==> src/rtl/fifo_uart_tx.sv <==
// Drains a dual-clock FIFO on its read clock and serialises each byte as a UART 8N1 frame.
// All outputs are decoded from registered state, so they change only on clock edges or reset.
//
// state | meaning
// IDLE  | line high; waits for enable with a non-empty FIFO
// FETCH | pop strobe to the FIFO
// LATCH | FIFO read data captured into the shift register
// START | start bit (line low)
// DATA  | 8 data bits, LSB first
// STOP  | stop bit (line high); done pulse in its last cycle
module fifo_uart_tx #(
  parameter int DATA_WIDTH   = 8,
  parameter int CLKS_PER_BIT = 16
) (
  input  logic                  rd_clk,
  input  logic                  rd_rst_n,
  input  logic                  i_enable,
  input  logic                  i_fifo_empty,
  input  logic [DATA_WIDTH-1:0] i_rd_data,
  output logic                  o_rd_en,
  output logic                  o_tx,
  output logic                  o_busy,
  output logic                  o_tx_done
);

  localparam int CW = $clog2(CLKS_PER_BIT);
  localparam logic [CW-1:0] CNT_LAST = CW'(CLKS_PER_BIT - 1);

  typedef enum logic [2:0] {
    IDLE  = 3'd0,
    FETCH = 3'd1,
    LATCH = 3'd2,
    START = 3'd3,
    DATA  = 3'd4,
    STOP  = 3'd5
  } state_e;

  state_e                state_q, state_d;
  logic [CW-1:0]         cnt_q, cnt_d;
  logic [2:0]            idx_q, idx_d;
  logic [DATA_WIDTH-1:0] shift_q, shift_d;

  logic bit_end;
  assign bit_end = (cnt_q == CNT_LAST);

  always_ff @(posedge rd_clk or negedge rd_rst_n) begin
    if (!rd_rst_n) begin
      state_q <= IDLE;
      cnt_q   <= '0;
      idx_q   <= '0;
      shift_q <= '0;
    end else begin
      state_q <= state_d;
      cnt_q   <= cnt_d;
      idx_q   <= idx_d;
      shift_q <= shift_d;
    end
  end

  always_comb begin
    state_d = state_q;
    cnt_d   = cnt_q;
    idx_d   = idx_q;
    shift_d = shift_q;
    case (state_q)
      IDLE: begin
        if (i_enable && !i_fifo_empty) state_d = FETCH;
      end
      FETCH: state_d = LATCH;
      LATCH: begin
        shift_d = i_rd_data;
        cnt_d   = '0;
        idx_d   = '0;
        state_d = START;
      end
      START: begin
        if (bit_end) begin
          cnt_d   = '0;
          state_d = DATA;
        end else begin
          cnt_d = cnt_q + 1'b1;
        end
      end
      DATA: begin
        if (bit_end) begin
          cnt_d = '0;
          if (idx_q == 3'd7) state_d = STOP;
          else               idx_d   = idx_q + 3'd1;
        end else begin
          cnt_d = cnt_q + 1'b1;
        end
      end
      STOP: begin
        if (bit_end) begin
          cnt_d   = '0;
          state_d = IDLE;
        end else begin
          cnt_d = cnt_q + 1'b1;
        end
      end
      default: state_d = IDLE;
    endcase
  end

  // Data bits are selected by index rather than shifted, so the captured byte stays intact.
  assign o_rd_en   = (state_q == FETCH);
  assign o_busy    = (state_q != IDLE);
  assign o_tx_done = (state_q == STOP) && bit_end;
  assign o_tx      = (state_q == START) ? 1'b0 :
                     (state_q == DATA)  ? shift_q[idx_q] : 1'b1;

endmodule
==> config.mk <==
export PLATFORM = sky130hd
export DESIGN_NAME = fifo_uart_tx
export DESIGN_NICKNAME = d
export VERILOG_FILES = /design/src/rtl/fifo_uart_tx.sv
export SDC_FILE = /design/constraint.sdc
export NUM_CORES = 1
export LEC_CHECK = 0
export ABC_AREA = 0
export CAP_MARGIN = 0
export CORE_MARGIN = 4
export CORE_UTILIZATION = 55
export DETAILED_ROUTE_END_ITERATION = 10
export GPL_ROUTABILITY_DRIVEN = 0
export PLACE_DENSITY = 0.81
export SETUP_SLACK_MARGIN = 0.3
export SYNTH_ARGS = -nofsm -noshare
export SYNTH_HDL_FRONTEND = slang
export SYNTH_SLANG_ARGS = --single-unit
==> constraint.sdc <==
create_clock -name rd_clk -period 3.2 [get_ports rd_clk]
set_clock_uncertainty 0.2 [all_clocks]
set_input_delay 0.48 -clock rd_clk [delete_from_list [all_inputs] [get_ports rd_clk]]
set_output_delay 0.48 -clock rd_clk [all_outputs]
set_load 0.01 [all_outputs]
Word-level counts from Yosys, hierarchy flattened:

Cells that the tools add are included.

* input port bits: 12
* flip-flop bits (word level): 18
* output and inout bits: 4
* word-level logic and storage cells: 45

* reductions and logical operators: 10
* muxes and demuxes: 15
* equality and inequality tests: 13
* $lt $le $gt $ge: 1
* add/sub/neg operators: 2

Operators with widths (number)
* 2-to-1 mux 3 bit: 7
* one-hot mux 3 bit (6 select lines): 1
* inequality test 2 bit (second input constant): 6
* equality test 3 bit (second input constant): 3
* one-hot mux 4 bit (2 select lines): 1
* equality test 3 x 2 -> 1 bit (second input constant): 2
* one-hot mux 3 bit (2 select lines): 1
* AND reduction 5 bit: 1
* adder 4 x 1 -> 4 bit (second input constant): 1
* equality test 4 bit (second input constant): 1
* < comparator 3 x 4 -> 1 bit (second input constant): 1
* 2-to-1 mux 4 bit: 1
* nonzero test 2 bit: 2
* adder 3 x 1 -> 3 bit (second input constant): 1
* binary-select mux 1 bit (select 3 bit): 1
* equality test 3 x 1 -> 1 bit (second input constant): 1
* zero test 3 bit: 1
* 2-to-1 mux 1 bit: 3
* AND reduction 3 bit: 1
* nonzero test 3 bit: 1
* OR reduction 3 bit: 1
* logical AND 1 bit: 2
* zero test 1 bit: 1

Logic depth before layout (Yosys ltp):

Gate-level depths: netlist of run 1.

* word-level depth: 4
* mapped depth: 6
* depth with buffers taken out: 5

Worst setup path before layout of run 1:

Ideal clock, no wire load.

* path kind: register -> output
* start point: register idx_q[0]
* end point: output o_tx
* required time: 2.520 ns
* stages on the path, launching flop included: 5
* path buffers: 1
* slack: 1.084 ns
* arrival time: 1.436 ns
* path through: dfrtp_1 buf_6 mux4_2 a2111oi_1 a21oi_1

* word-level cells in the longest chain between the ends: 4

RTL lines
* from (decl): RTL line 40 `logic [2:0] idx_q, idx_d;`
* from (signal assigned): RTL line 55 `idx_q <= idx_d;`
* binary-select mux 1 bit (select 3 bit): RTL line 110 `(state_q == DATA) ? shift_q[idx_q] : 1'b1;`
* 2-to-1 mux 1 bit (implied by the code): RTL line 110
* 2-to-1 mux 1 bit: RTL line 110
* 2-to-1 mux 1 bit: RTL line 109 `assign o_tx = (state_q == START) ? 1'b0 :`
* to (decl): RTL line 21 `output logic o_tx,`

No other way between the ends. The select of a mux whose other input is x is not followed.

Worst setup path after layout of run 1:

Same ends and word-level chain as after synthesis.

==> impl_metrics.py, run 1 <==
metrics = {
    "synthesis": {
        "syn_area_per_cell_um2": 9.94,
        "synthAdderAreaFrac_pct": 3.56,
        "synth_area_leader_cell": "dfrtp_1",
        "synth_fp_nets": 121,
        "netlist_top_cells_count": "18 x dfrtp_1, 10 x a21oi_1, 8 x mux2_1",
        "yosysMostFrequentCell": "dfrtp_1",
        "muxShareOfSynthArea_pct": 13.5,
        "synth_compound_area_share_pct": 17.5,
        "synth_xor_area_share_pct": 0,
        "synth_top_family_by_area": "compound AO/OA/AOI/OAI gates",
        "netlist_instances": 106,
        "synth_cell_types": 33,
        "synth-edff-count": 0,
        "syn_area_um2": 1050,
        "ys_ff_latch": 18,
        "synthFlopType": "dfrtp_1",
        "synth-simple-area-share_pct": 16.6,
        "ys_warn_count": 0,
        "seq_area_frac_synth_pct": 42.8,
        "synthTopCellsByArea": "dfrtp_1 43%, mux2_1 8.6%, a21oi_1 4.8%, ha_1 3.6%, mux2i_1 2.9%",
        "synth_top_area_share_pct": 42.8,
        "synth_async_sr_flop_share_pct": 100,
    },
    "critical_path": {
        "start_kind": "flip-flop",
        "endpoint_kind": "primary output",
        "cpPeakStageDelay_ns": 0.53,
        "path_cells": "mux4_2 -> a2111oi_4 -> a21oi_1 -> clkdlybuf4s50_1",
        "crit_family": "multiplexers",
        "worst-setup-path-type": "flip-flop to primary output",
        "worstPathMaxFanout": 2,
        "crit_arrival_ns": 2.15,
        "critical_path_required_ns": 2.52,
        "cp_slowest_cell": "mux4_2",
        "path_buf_inv": 1,
    },
    "finish": {
        "utilization_pct": 72.5,
        "area_delta_synth_final_pct": 21.4,
        "fin_area_um2": 1280,
        "n_antenna_cell": 0,
        "finalNonFillerCells": 147,
        "drive_above_1_share_pct": 12.3,
        "design.final.nets": 138,
    },
    "timing": {
        "setup-violations-final": 0,
        "worst-slew-pin-transition_ns": 0.834,
        "whs_ns": 0.300,
        "period_share_pct": 88.5,
        "fin_tns_setup_ns": 0,
        "setup_slack_ns": 0.367,
        "fin_crit_ns": 2.83,
        "final_max_slew_viol_count": 0,
        "max_slew_margin_pct": 44.2,
        "rsz0062_at_grt": "false",
        "max_freq_mhz": 353,
        "hold_viol": 0,
    },
    "global_routing": {
        "antenna_found_initial": 0,
        "gr-usage-all-layers_pct": 17.5,
        "gr-total-overflow": 0,
        "grt_pass1_vias": 783,
        "grt_pass1_wl_um": 3450,
        "grt_max_degree": 20,
    },
    "detailed_routing": {
        "drt_first_pass_iters": 4,
        "drt-total-wl_um": 2150,
        "final_antenna_net_count": 0,
        "drcViolationCount": 0,
        "routed_via_density": 5.64,
        "wl_per_cell_um": 14.7,
        "drtIter0Drc": 24,
        "dr_total_vias": 829,
    },
    "clocking": {
        "clkTransAtPathRegs_ns": 0.11,
        "root_buffer": "clkbuf_4",
        "cts.htree.levels": 1,
        "hold_buffers": 0,
        "cts_made_buffers": 3,
        "clk_latency_ns": 0.30,
        "cts_sinks": 18,
        "clockBufferDepth": 2,
        "cts_tree": "yes",
    },
    "power_and_ir_drop": {
        "p_int_mw": 0.321,
        "power_frac_clock_pct": 35.1,
        "power_density_nw_per_um2": 317,
        "p_switching_mw": 0.0849,
        "p_seq_share_pct": 58.0,
        "power_frac_comb_pct": 6.9,
        "sw_frac_of_total_pct": 20.9,
        "max-vdd-ir-drop_v": 0.000300,
        "finalPower_mw": 0.406,
        "leakage_nw": 0.552,
    },
    "floorplanning": {
        "row_count": 15,
        "core_um2": 1760,
        "start_util_pct": 59.7,
        "die_height_um": 51.8,
        "die_area_um2": 2680,
        "die_x_um": 51.8,
        "io_pins": 16,
    },
    "place": {
        "place_inst": 140,
        "portBuffers": 15,
        "place_ws_ns": 0.432,
        "place_area_um2": 1200,
        "hpwl_um": 1480,
    },
    "outcome": {
        "status": "completed",
    },
    "job": {
        "drv_cap": 0,
    },
    "min_path": {
        "min_path_type": "flip-flop to flip-flop",
    },
}
[state kept, by name, indices dropped and copies added (netlist names)]
signal / cells
shift_q: 8
cnt_q: 4
idx_q: 3
state_q: 3
[area by class of cell]
class / instances / area, um2
multi-input combinational: 77 / 559
fill: 144 / 485
sequential: 18 / 453
timing repair buffer: 20 / 188
clock buffer: 4 / 36.3
tap: 25 / 31.3
inverter: 3 / 11.3
[layer usage]
layer  part of all wire [%]  vias to the layer above  global-route usage (%)  routed length [um]
met5                      0                        -                       0                   0
met2                     45                       24                    26.1                 978
met4                    2.0                        0                    8.73                  43
li1                       -                      419                       -                   -
met1                     48                      379                    23.8                1030
met3                    4.9                        7                    4.01                 105
[worst register-to-register path, cell delays in order, from the launching register on]
cell	delay, ns
dfrtp_2	0.45
buf_4	0.16
or3b_1	0.57
o21a_1	0.22
a22oi_1	0.18
nand2_1	0.08
[worst paths after layout]
check	endpoint	cells past startpoint	slack, ns	start
worst max-delay path	o_tx	4	0.37	idx_q[0]
min in group asynchronous	state_q[2]	1	0.45	rd_rst_n
worst min register to register	shift_q[1]	1	0.30	shift_q[1]
worst min-delay path	shift_q[1]	1	0.30	shift_q[1]
max in group asynchronous	state_q[0]	1	1.79	rd_rst_n
worst max register to register	idx_q[0]	5	1.24	state_q[0]
[cell families after synthesis]
kind of cell | Yosys count
simple gates | 33
compound gates | 29
flops | 18
mux | 12
buf+inv | 11
fa+ha+maj | 3
[layout by cell type (no fill, tap or decap), types with 3 or more instances in the layout]
cell / synthesis / final
mux2_1: 8 / 8
clkdlybuf4s50_1: 0 / 15
nor3_1: 3 / 3
nand3_1: 3 / 3
o21ai_1: 4 / 4
nand2_1: 7 / 7
nor2_1: 7 / 7
a211oi_1: 4 / 4
inv_1: 3 / 3
buf_4: 2 / 5
mux2i_1: 3 / 3
a21oi_1: 10 / 10
ha_1: 3 / 3
nand2b_1: 3 / 3
clkbuf_4: 0 / 3
dfrtp_1: 18 / 16
[what timing repair did]
item,in CTS,in global routing
resized for setup,4,1
pin swaps,0,0
setup endpoints to repair,1,1
buffers inserted,1,2
[power by group through the flow]
stage,registers (mW),clock network [mW],logic [mW]
after detailed placement,0.240,0,0.0272
after floorplan,0.239,0,0.00732
after CTS,0.235,0.145,0.0278
after global placement,0.239,0,0.0263
after global routing,0.236,0.154,0.0310
final,0.235,0.142,0.0282
Note: power is estimated with default switching activity, not from simulation.
==> run 2, diff against run 1 <==
--- a/config.mk
+++ b/config.mk
@@ -5,13 +5,13 @@
 export SDC_FILE = /design/constraint.sdc
 export NUM_CORES = 1
 export LEC_CHECK = 0
-export ABC_AREA = 0
+export ABC_AREA = 1
 export CAP_MARGIN = 0
 export CORE_MARGIN = 4
 export CORE_UTILIZATION = 55
 export DETAILED_ROUTE_END_ITERATION = 10
 export GPL_ROUTABILITY_DRIVEN = 0
-export PLACE_DENSITY = 0.81
+export PLACE_DENSITY = 0.82
 export SETUP_SLACK_MARGIN = 0.3
 export SYNTH_ARGS = -nofsm -noshare
 export SYNTH_HDL_FRONTEND = slang
==> constraint.sdc (replaced) <==
create_clock -name rd_clk -period 3.2 [get_ports rd_clk]
set_clock_uncertainty 0.2 [all_clocks]
set_input_delay 0.8 -clock rd_clk [delete_from_list [all_inputs] [get_ports rd_clk]]
set_output_delay 0.8 -clock rd_clk [all_outputs]
set_load 0.01 [all_outputs]
==> run 2 against run 1 <==
  * Global-route usage is 0.53 points higher
  * First-iteration DRC count is 21% lower
  * Sequential power is 83% higher
  * Final area is 6.0% lower
  * Fmax is 1.8% higher
  * Total power grew to 2.7 times the previous value
  * Non-clock buffer count is 3 lower
  * Synthesized cell count is 21% higher
==> impl_metrics.py, run 2 <==
metrics = {
    "power_and_ir_drop": {
        "finalPower_mw": 1.09,
        "leakage_nw": 0.599,
        "max-vdd-ir-drop_v": 0.000591,
        "power_frac_clock_pct": 13.3,
        "p_seq_share_pct": 39.5,
        "p_switching_mw": 0.474,
        "power_frac_comb_pct": 47.2,
        "power_density_nw_per_um2": 907,
        "sw_frac_of_total_pct": 43.5,
        "p_int_mw": 0.616,
    },
    "timing": {
        "period_share_pct": 87.0,
        "worst-slew-pin-transition_ns": 0.793,
        "max_freq_mhz": 359,
        "hold_viol": 0,
        "fin_crit_ns": 2.78,
        "rsz0062_at_grt": "false",
        "final_max_slew_viol_count": 0,
        "fin_tns_setup_ns": 0,
        "setup-violations-final": 0,
        "max_slew_margin_pct": 47.0,
    },
    "floorplanning": {
        "die_height_um": 50.3,
        "row_count": 15,
        "start_util_pct": 57.5,
        "die_area_um2": 2530,
        "core_um2": 1710,
        "io_pins": 16,
        "die_x_um": 50.3,
    },
    "place": {
        "portBuffers": 15,
        "place_area_um2": 1150,
        "hpwl_um": 1480,
    },
    "detailed_routing": {
        "drt_first_pass_iters": 4,
        "drcViolationCount": 0,
        "wl_met2_um": 892,
        "drt-total-wl_um": 1920,
        "wl_met3_um": 61,
        "top_layer": "met4",
        "met1_length_um": 931,
        "routed_via_density": 4.96,
        "final_antenna_net_count": 0,
        "wl_per_cell_um": 11.2,
        "dr_total_vias": 853,
        "drtIter0Drc": 19,
    },
    "synthesis": {
        "syn_area_per_cell_um2": 7.67,
        "synth_async_sr_flop_share_pct": 100,
        "ys_warn_count": 0,
        "seq_area_frac_synth_pct": 45.9,
        "synthFlopType": "dfrtp_1",
        "synth_cell_types": 22,
        "synth_top_area_share_pct": 45.9,
        "netlist_top_cells_count": "56 x nand2_1, 18 x dfrtp_1, 17 x nand3_1",
        "synth_area_leader_cell": "dfrtp_1",
        "netlist_instances": 128,
        "synthTopCellsByArea": "dfrtp_1 46%, nand2_1 21%, nand3_1 8.7%, ha_1 3.8%, inv_1 3.1%",
        "yosysMostFrequentCell": "nand2_1",
        "synth-edff-count": 0,
        "ys_ff_latch": 18,
        "synth_fp_nets": 143,
        "syn_area_um2": 982,
    },
    "clocking": {
        "cts_tree": "yes",
        "cts_sinks": 18,
        "cts_made_buffers": 3,
        "clockBufferDepth": 2,
        "clkTransAtPathRegs_ns": 0.11,
        "hold_buffers": 0,
        "root_buffer": "clkbuf_4",
        "clk_latency_ns": 0.30,
        "cts.htree.levels": 1,
    },
    "critical_path": {
        "crit_family": "buffers and inverters",
        "cpPeakStageDelay_ns": 0.48,
        "critical_path_required_ns": 2.20,
        "worst-setup-path-type": "flip-flop to primary output",
        "r2r_start": "state_q[2]",
        "endpoint_kind": "primary output",
        "path_cells": "nor2_4 -> nand2_2 -> inv_2 -> nand3_1 -> nand2_1 -> inv_1 -> clkdlybuf4s50_1",
        "rrSetupSlack_ns": 1.42,
        "cp_slowest_cell": "dfrtp_2",
        "path_buf_inv": 3,
        "crit_arrival_ns": 1.78,
        "rr_worst_depth": 5,
        "start_kind": "flip-flop",
        "rr_endpoint": "state_q[1]",
        "worstPathMaxFanout": 6,
    },
    "global_routing": {
        "gr-usage-all-layers_pct": 18.0,
        "gr-total-overflow": 0,
        "grt_max_degree": 19,
        "antenna_found_initial": 0,
        "grt_pass1_wl_um": 3380,
        "grt_pass1_vias": 786,
    },
    "finish": {
        "multiInputGateArea_um2": 474,
        "mostFrequentLayoutCell": "nand2_1",
        "fin_area_um2": 1200,
        "n_antenna_cell": 0,
        "area_delta_synth_final_pct": 22.4,
        "drive_above_1_share_pct": 12.9,
        "final_cell_mix": "56 x nand2_1, 17 x nand3_1, 15 x dfrtp_1, 15 x clkdlybuf4s50_1, 7 x inv_1",
        "utilization_pct": 70.4,
        "largest_reg_flops": 8,
        "fill_cells": 136,
        "design.final.nets": 163,
        "seqCellArea_um2": 454,
        "top_regs": "shift_q: 8 flops, cnt_q: 4 flops",
        "largest-register": "shift_q",
    },
    "outcome": {
        "status": "completed",
    },
    "job": {
        "drv_cap": 0,
    },
    "min_path": {
        "holdPathEnd": "shift_q[2]",
        "holdPathStages": 2,
        "min_path_type": "flip-flop to flip-flop",
        "holdCritStartpoint": "shift_q[2]",
    },
}
[run 2: cell types whose count changed after synthesis, sizes merged, moves of 3 or more]
cell    previous run  this run
nand2b             3         0
a211oi             4         0
nand3              3        19
nand2              7        59
inv                3        10
a21oi             11         1
mux2i              3         0
clkbuf             4         0
mux2               8         0
nor3               3         0
[run 2: layout make-up]
class	count	area share [%]
multi-input cells	97	39.4
flip-flops and latches	18	37.8
repair buffers	17	13.7
inverters	11	3.43
clock buffers	4	3.02
well taps	25	2.60
[run 2: cell families after synthesis]
kind of cell	synth area share [%]
DFF	45.9
and+or+nand+nor	39.2
xor gates and xnor gates	0.892
buffers and inverters	5.86
AOI/OAI and AO/OA	4.33
adders and majority gates	3.82
[run 2: timing repair]
action                     CTS  global route
gates resized for setup      0             4
buffers inserted             0             2
setup endpoints to repair    0             1
[run 2: worst register-to-register path, cell delays in order (launching register included)]
cell and delay (ns):
dfrtp_1 0.49, nor2_1 0.07, nand2_1 0.33, clkinv_1 0.34, nor2_1 0.19, nand2_1 0.07
[run 2: stage by stage]
stage	hold slack, ns	setup WS (ns)	instances
CTS	0.295	0.341	170
finish	0.292	0.416	172
global placement	0.267	0.708	166
global route	0.335	0.303	172
detailed placement	0.267	0.690	166
floorplan	0.249	1.23	128
[run 2: how the worst max path moves through the flow]
stage / from / end / slack [ns] / cells after the start
floorplan: state_q[0] / o_tx / 1.23 / 7
global placement: state_q[0] / o_tx / 0.71 / 7
detailed placement: state_q[0] / o_tx / 0.69 / 7
CTS: state_q[0] / o_tx / 0.34 / 7
global route: cnt_q[0] / o_tx_done / 0.30 / 4
finish: state_q[0] / o_tx / 0.42 / 7
[run 2: per-layer routing]
layer | GRT usage [%] | vias to the layer above
li1 | - | 446
met1 | 23.9 | 391
met2 | 27.6 | 13
met3 | 3.56 | 3
met4 | 9.68 | 0
met5 | 0 | -
[run 2: power groups by stage]
stage / logic [mW] / clock network [mW] / registers (mW)
3_3_place_gp: 0.472 / 0 / 0.431
6_report: 0.515 / 0.145 / 0.431
4_1_cts: 0.499 / 0.151 / 0.428
3_5_place_dp: 0.496 / 0 / 0.432
5_1_grt: 0.600 / 0.164 / 0.447
2_1_floorplan: 0.397 / 0 / 0.398
